File: src/rtl/uart_rx.sv
// uart_rx: 16x-oversampled serial receiver.
// Start detect, mid-bit data sampling, stop check, one-cycle done strobe.
module uart_rx #(
  parameter int DBIT    = 8,
  parameter int SB_TICK = 16
) (
  input  logic            i_clk,
  input  logic            i_reset,
  input  logic            i_rx,
  input  logic            i_s_tick,
  output logic [DBIT-1:0] o_dout,
  output logic            o_rx_done_tick,
  output logic            o_frame_err
);

  localparam int NW = (DBIT > 1) ? $clog2(DBIT) : 1;

  localparam logic [4:0]    S_MID  = 5'd7;
  localparam logic [4:0]    S_END  = 5'd15;
  localparam logic [4:0]    S_STOP = 5'(SB_TICK - 1);
  localparam logic [NW-1:0] N_LAST = NW'(DBIT - 1);

  typedef enum logic [1:0] {
    IDLE,
    START,
    DATA,
    STOP
  } state_t;

  state_t          state_q, state_d;
  logic [4:0]      s_cnt_q, s_cnt_d;
  logic [NW-1:0]   n_cnt_q, n_cnt_d;
  logic [DBIT-1:0] shreg_q, shreg_d;
  logic [DBIT-1:0] dout_d;
  logic            ferr_d;
  logic            done_d;
  logic            rx_q;
  logic            rx_s;

  // bring the asynchronous line into the clock domain, idle high
  always_ff @(posedge i_clk or negedge i_reset) begin
    if (!i_reset) begin
      rx_q <= 1'b1;
      rx_s <= 1'b1;
    end else begin
      rx_q <= i_rx;
      rx_s <= rx_q;
    end
  end

  // state, counters, shift register and output registers
  always_ff @(posedge i_clk or negedge i_reset) begin
    if (!i_reset) begin
      state_q        <= IDLE;
      s_cnt_q        <= '0;
      n_cnt_q        <= '0;
      shreg_q        <= '0;
      o_dout         <= '0;
      o_frame_err    <= 1'b0;
      o_rx_done_tick <= 1'b0;
    end else begin
      state_q        <= state_d;
      s_cnt_q        <= s_cnt_d;
      n_cnt_q        <= n_cnt_d;
      shreg_q        <= shreg_d;
      o_dout         <= dout_d;
      o_frame_err    <= ferr_d;
      o_rx_done_tick <= done_d;
    end
  end

  // next-state: walk start, data and stop bits on oversampling ticks
  always_comb begin
    state_d = state_q;
    s_cnt_d = s_cnt_q;
    n_cnt_d = n_cnt_q;
    shreg_d = shreg_q;
    dout_d  = o_dout;
    ferr_d  = o_frame_err;
    done_d  = 1'b0;
    unique case (state_q)
      IDLE: begin
        if (!rx_s) begin
          state_d = START;
          s_cnt_d = '0;
        end
      end
      START: begin
        if (i_s_tick) begin
          if (s_cnt_q == S_MID) begin
            if (!rx_s) begin
              state_d = DATA;
              s_cnt_d = '0;
              n_cnt_d = '0;
            end else begin
              state_d = IDLE;
            end
          end else begin
            s_cnt_d = s_cnt_q + 5'd1;
          end
        end
      end
      DATA: begin
        if (i_s_tick) begin
          if (s_cnt_q == S_END) begin
            s_cnt_d = '0;
            shreg_d = {rx_s, shreg_q[DBIT-1:1]};
            if (n_cnt_q == N_LAST) begin
              state_d = STOP;
            end else begin
              n_cnt_d = n_cnt_q + 1'b1;
            end
          end else begin
            s_cnt_d = s_cnt_q + 5'd1;
          end
        end
      end
      STOP: begin
        if (i_s_tick) begin
          if (s_cnt_q == S_STOP) begin
            dout_d  = shreg_q;
            ferr_d  = ~rx_s;
            done_d  = 1'b1;
            state_d = IDLE;
          end else begin
            s_cnt_d = s_cnt_q + 5'd1;
          end
        end
      end
      default: state_d = IDLE;
    endcase
  end

endmodule

File: config.mk
export PLATFORM = sky130hd
export DESIGN_NAME = uart_rx
export DESIGN_NICKNAME = d
export VERILOG_FILES = /design/src/rtl/uart_rx.sv
export SDC_FILE = /design/constraint.sdc
export NUM_CORES = 1
export LEC_CHECK = 0
export CORE_MARGIN = 5
export CORE_UTILIZATION = 58
export CTS_BUF_LIST = sky130_fd_sc_hd__clkbuf_8
export DETAILED_ROUTE_END_ITERATION = 6
export PLACE_DENSITY = 0.81
export RECOVER_POWER = 50
export REMOVE_ABC_BUFFERS = 1
export SLEW_MARGIN = 20
export SYNTH_ARGS = -nofsm -noshare
export SYNTH_HDL_FRONTEND = slang
export SYNTH_SLANG_ARGS = --single-unit
export TNS_END_PERCENT = 1
File: constraint.sdc
create_clock -name i_clk -period 2.2 [get_ports i_clk]
set_input_delay 0.66 -clock i_clk [delete_from_list [all_inputs] [get_ports i_clk]]
set_output_delay 0.66 -clock i_clk [all_outputs]
set_load 0.1 [all_outputs]
Yosys cells after proc, flatten, opt, wreduce, memory -nomap -nowiden
Index checks and enable logic that the tools add are counted.
{"block": "word_totals", "wordCells": 64, "reg_bits": 30, "in_bits": 4}
{"block": "classes", "addsub": 2, "muxes": 28, "n_eq_ne": 17, "reduce_logical": 7, "bitwise_logic": 1}
{"operator": "$mux 5", "n": 7}
{"operator": "$ne 2x2->1 const B", "n": 11}
{"operator": "$pmux 5 s4", "n": 1}
{"operator": "$mux 2", "n": 9}
{"operator": "$mux 3", "n": 6}
{"operator": "$pmux 2 s4", "n": 1}
{"operator": "$reduce_and 8->1", "n": 1}
{"operator": "$reduce_and 7->1", "n": 1}
{"operator": "$pmux 3 s2", "n": 1}
{"operator": "$reduce_and 3->1", "n": 2}
{"operator": "$add 5x1->5 const B", "n": 1}
{"operator": "$eq 5x3->1 const B", "n": 1}
{"operator": "$eq 5x4->1 const B", "n": 1}
{"operator": "$eq 2x2->1 const B", "n": 2}
{"operator": "$reduce_and 4->1", "n": 1}
{"operator": "$add 3x1->3 const B", "n": 1}
{"operator": "$eq 3x3->1 const B", "n": 1}
{"operator": "$mux 1", "n": 3}
{"operator": "$eq 2x1->1 const B", "n": 1}
{"operator": "$logic_not 2->1", "n": 1}
{"operator": "$reduce_bool 2->1", "n": 1}
{"operator": "$not 1->1", "n": 1}

Longest topological paths before layout
Gate-level depths: netlist of run 1.
{"block": "depth", "word_depth": 5, "mapped_depth": 7, "depth_no_buf": 7}

Worst setup path before layout of run 1
No wires, ideal clock.
{"block": "synth_path", "kind": "reg2reg", "start": "register s_cnt_q[0]", "end": "register n_cnt_q[0]", "setup_slack_ns": 0.514, "t_required_ns": 2.075, "path_stages_with_launch": 6, "arrival_time_ns": 1.562, "n_path_buf": 0, "path_cell_list": "dfrtp_1 -> ha_1 -> and2b_2 -> nand4_4 -> o32ai_4 -> mux2_2"}
{"block": "synth_between", "elab_chain_len": 3}
{"item": "start, declared", "line": "31", "source": "logic [4:0] s_cnt_q, s_cnt_d;"}
{"item": "start signal, assigned", "line": "63", "source": "s_cnt_q <= s_cnt_d;"}
{"item": "$eq 5x4->1 or $eq 5x3->1 (tied branches)", "line": "105, 90"}
{"item": "$ne 2x2->1 (no source line)"}
{"item": "$reduce_and 7->1 (no source line) *"}
{"item": "end signal, assigned", "line": "64", "source": "n_cnt_q <= n_cnt_d;"}
{"item": "end, declared", "line": "32", "source": "logic [NW-1:0] n_cnt_q, n_cnt_d;"}
Every way passes the cells marked *; elsewhere a longest branch is shown, timed or not.
A chain may end at the register's enable or synchronous reset.

Final worst setup path of run 1
{"block": "layout_path", "start": "input i_s_tick", "end": "register s_cnt_q[3]"}
{"block": "layout_between", "elab_chain_len": 2}
{"item": "start, declared", "line": "10", "source": "input logic i_s_tick,"}
{"item": "$ne 2x2->1 (no source line)"}
{"item": "$reduce_and 4->1 (no source line) *"}
Marked as above.

==> results by group, run 1 <==
Clock tree
  • Hold-fix buffers, CTS: 0
  • Root Buffer: clkbuf_8
  • CTS clock-pin slew for the worst setup and hold paths: 60 ps
  • Setup bufs post-CTS: 0
  • TritonCTS Buffers: 5
  • H-tree Lvls: 2
  • Clock buffer depth: 2
  • Clock Sinks: 30
  • CTS tree: built
  • Post-CTS resize count: 0
  • Clk Latency, worst-skew pair: 270 ps

Floorplanning
  • Core Region: 2230 um2
  • Die height: 58.8 um
  • Die area: 3460 um2
  • Die W: 58.8 um
  • Row count: 17
  • Ports: 14
  • Initial Util: 0.618

Power and ir drop
  • Power Density: 957 nW/um2
  • Leakage power: 0.794 nW
  • Max VDD drop: 0.000990 V

Synth
  • Yosys warnings: 0
  • Synth Area per Inst: 13.4 um2
  • Ranking of synthesized cells by area: dfrtp_1 (51%), mux2_2 (17%), dfstp_2 (3.8%)
  • Sequential element share of the synthesized area: 0.545
  • Synth Register Bits: 30
  • Synthesized cell area: 1380 um2
  • EDFF count, synth: 0
  • Post-synthesis cell type count: 33
  • Synth Instances: 103
  • Share of the synthesized area in the top cell type: 0.507
  • Cell taking the most area after synthesis: dfrtp_1
  • Share of flip-flops with an asynchronous set or reset after synthesis: 1.00
  • Ys flop type: dfrtp_1

Final layout
  • Register Area: 753 um2
  • Ratio of cells with drive above 1 in the final layout: 0.387
  • Finished Core Util: 0.724
  • Filler cell count: 165
  • Final Net Count: 131
  • Multi-input logic area: 604 um2
  • Antenna diodes: 0
  • Area Growth Syn to Fin: 17.1%

Timing
  • RSZ-0062 raised after global routing: no
  • Max Slew Vio Count: 0
  • F_max: 516 MHz
  • Worst-Margin Slew: 723 ps
  • Clock Skew: 5.37 ps
  • Setup violators final: 0
  • Setup_tns: 0 ps
  • Min Tclk post-route: 1940 ps
  • Slew headroom: 0.518
  • Period utilisation layout: 0.881
  • Fin. Hold Viols: 0

Global route
  • Grt ovf: 0
  • Vias in the first global route: 916
  • First-pass GRT wire length: 4290 um
  • Largest net degree at the start of global routing: 31
  • Met1 Use GR: 0.211
  • M2 GR Usage: 0.254
  • Met3 Track Usage GR: 0.0504
  • GRT Util Overall: 0.165
  • Initial antenna violation count: 0
  • Gr busiest metal: met2

Routing
  • Post-route ant nets: 0
  • Routed wire length: 2430 um
  • 1st-iter DRT viols: 16
  • Drt wl/cell: 16.0 um
  • Vias: 911
  • # DRC: 0
  • Vias per std cell: 5.99
  • Drt first pass iters: 4

Placed design
  • Final GP Congestion: 0.768
  • Post-DP HPWL: 1690 um
  • Port bufs: 13

Setup path
  • Critical-path maximum fanout: 5
  • R2R depth: 5
  • CP endpoint kind: flip-flop
  • R2R setup slack: 330 ps
  • Critical Path Start Type: primary input
  • Crit Path Category: primary input to flip-flop
  • Crit path DAT: 2090 ps
  • RR Startpoint: s_cnt_q[0]
  • Req. time, crit path: 2350 ps
  • RR Endpoint: n_cnt_q[1]

Min path
  • Hold_sp: rx_q
  • Hold EP: rx_s
  • Hold Path Cell Cnt: 0
  • Worst hold path type: flip-flop to flip-flop

Status
  • Outcome: complete, no violations

Job
  • MaxCap Viol Count: 0
[logic make-up (layout without fill, tap and decap cells)]
kind of cell               Yosys count  in the layout  synth area share
buffers and inverters                5             26            0.0172
and+or+nand+nor                     26             26             0.127
AOI/OAI and AO/OA                   16             16            0.0960
muxes                               22             22             0.178
DFF                                 30             30             0.545
adders and majority gates            4              4            0.0362
[per-layer routing]
metal / vias up / wire [um]
met5: - / 0
met3: 6 / 139
met4: 0 / 40
li1: 422 / -
met2: 34 / 1160
met1: 449 / 1080
[layout make-up]
class	count	share of cell area
clock inverters	2	0.00773
clock buffers	6	0.0510
multi-input cells	68	0.374
inverters	2	0.00464
repair buffers	16	0.0758
well taps	28	0.0217
flip-flops and latches	30	0.466
[cell usage after synthesis, types with 2 or more instances]
| cell | number |
|---|---|
| dfrtp_1 | 28 |
| nand2_1 | 4 |
| nor2_1 | 4 |
| ha_1 | 4 |
| nand2b_1 | 2 |
| o22ai_1 | 2 |
| dfstp_2 | 2 |
| and3_1 | 3 |
| o2bb2ai_1 | 2 |
| o21ai_0 | 4 |
| nor3b_1 | 2 |
| nand3_1 | 3 |
| a22o_1 | 2 |
| inv_1 | 2 |
| mux2_2 | 21 |
[power breakdown]
part	switching [mW]	total, mW	leakage (nW)	internal (mW)
clock network	0.199	0.449	0.0472	0.251
logic	0.209	0.381	0.356	0.172
registers	0.102	0.718	0.391	0.616
total	0.510	1.55	0.794	1.04
[metrics by stage]
stage                     instance area [um2]  setup WS (ps)  power [mW]  cells  hold WS (ps)
final                                    1620            261        1.55    152           357
after global routing                     1620            195        1.65    152           363
after CTS                                1620            278        1.57    152           358
after detailed placement                 1530          -11.8        1.10    144           353
after global placement                   1530           22.4        1.08    144           346
after floorplan                          1370            252       0.995    100           345
[worst max-delay path by stage]
stage	from	endpoint	slack, ps	cells after the start
after global routing	i_s_tick	s_cnt_q[3]	190	6
final	i_s_tick	s_cnt_q[3]	260	5
after CTS	i_s_tick	n_cnt_q[1]	280	4
after global placement	i_s_tick	n_cnt_q[1]	20	4
after floorplan	s_cnt_q[0]	o_dout[0]	250	5
after detailed placement	i_s_tick	n_cnt_q[1]	-10	4
[sequential cells by signal (all words and copies together) (netlist names), named ones only]
name            cells
o_frame_err         1
s_cnt_q             5
o_rx_done_tick      1
o_dout              8
shreg_q             8
n_cnt_q             3
rx_q                1
rx_s                1
state_q             1
[placed cells by master (no fill, tap or decap), types with 2 or more instances in the layout]
cell            n
nor3b_1         2
a22o_1          2
inv_1           2
ha_1            4
o21ai_0         4
nand2_1         4
o2bb2ai_1       2
o22ai_1         2
and3_1          3
dlygate4sd3_1   2
mux2_2         21
clkbuf_8        6
buf_4          11
clkbuf_2        2
nand2b_1        2
dfrtp_1        28
nor2_1          4
nand3_1         3
dfstp_2         2
[worst max-delay path: stages]
cell	delay, ps
clkdlybuf4s50_1	520
buf_4	160
a2bb2oi_1	230
o21ai_0	190
a211o_1	320
No activity file was read; power rests on OpenSTA's default activity.
==> inputs of run 2 (changes only) <==
Settings changed: SKIP_CTS_REPAIR_TIMING from default to 1, TNS_END_PERCENT 1 to 10.
==> results of run 2 <==
The final DEF is identical to that of run 1; final timing and power are the same.
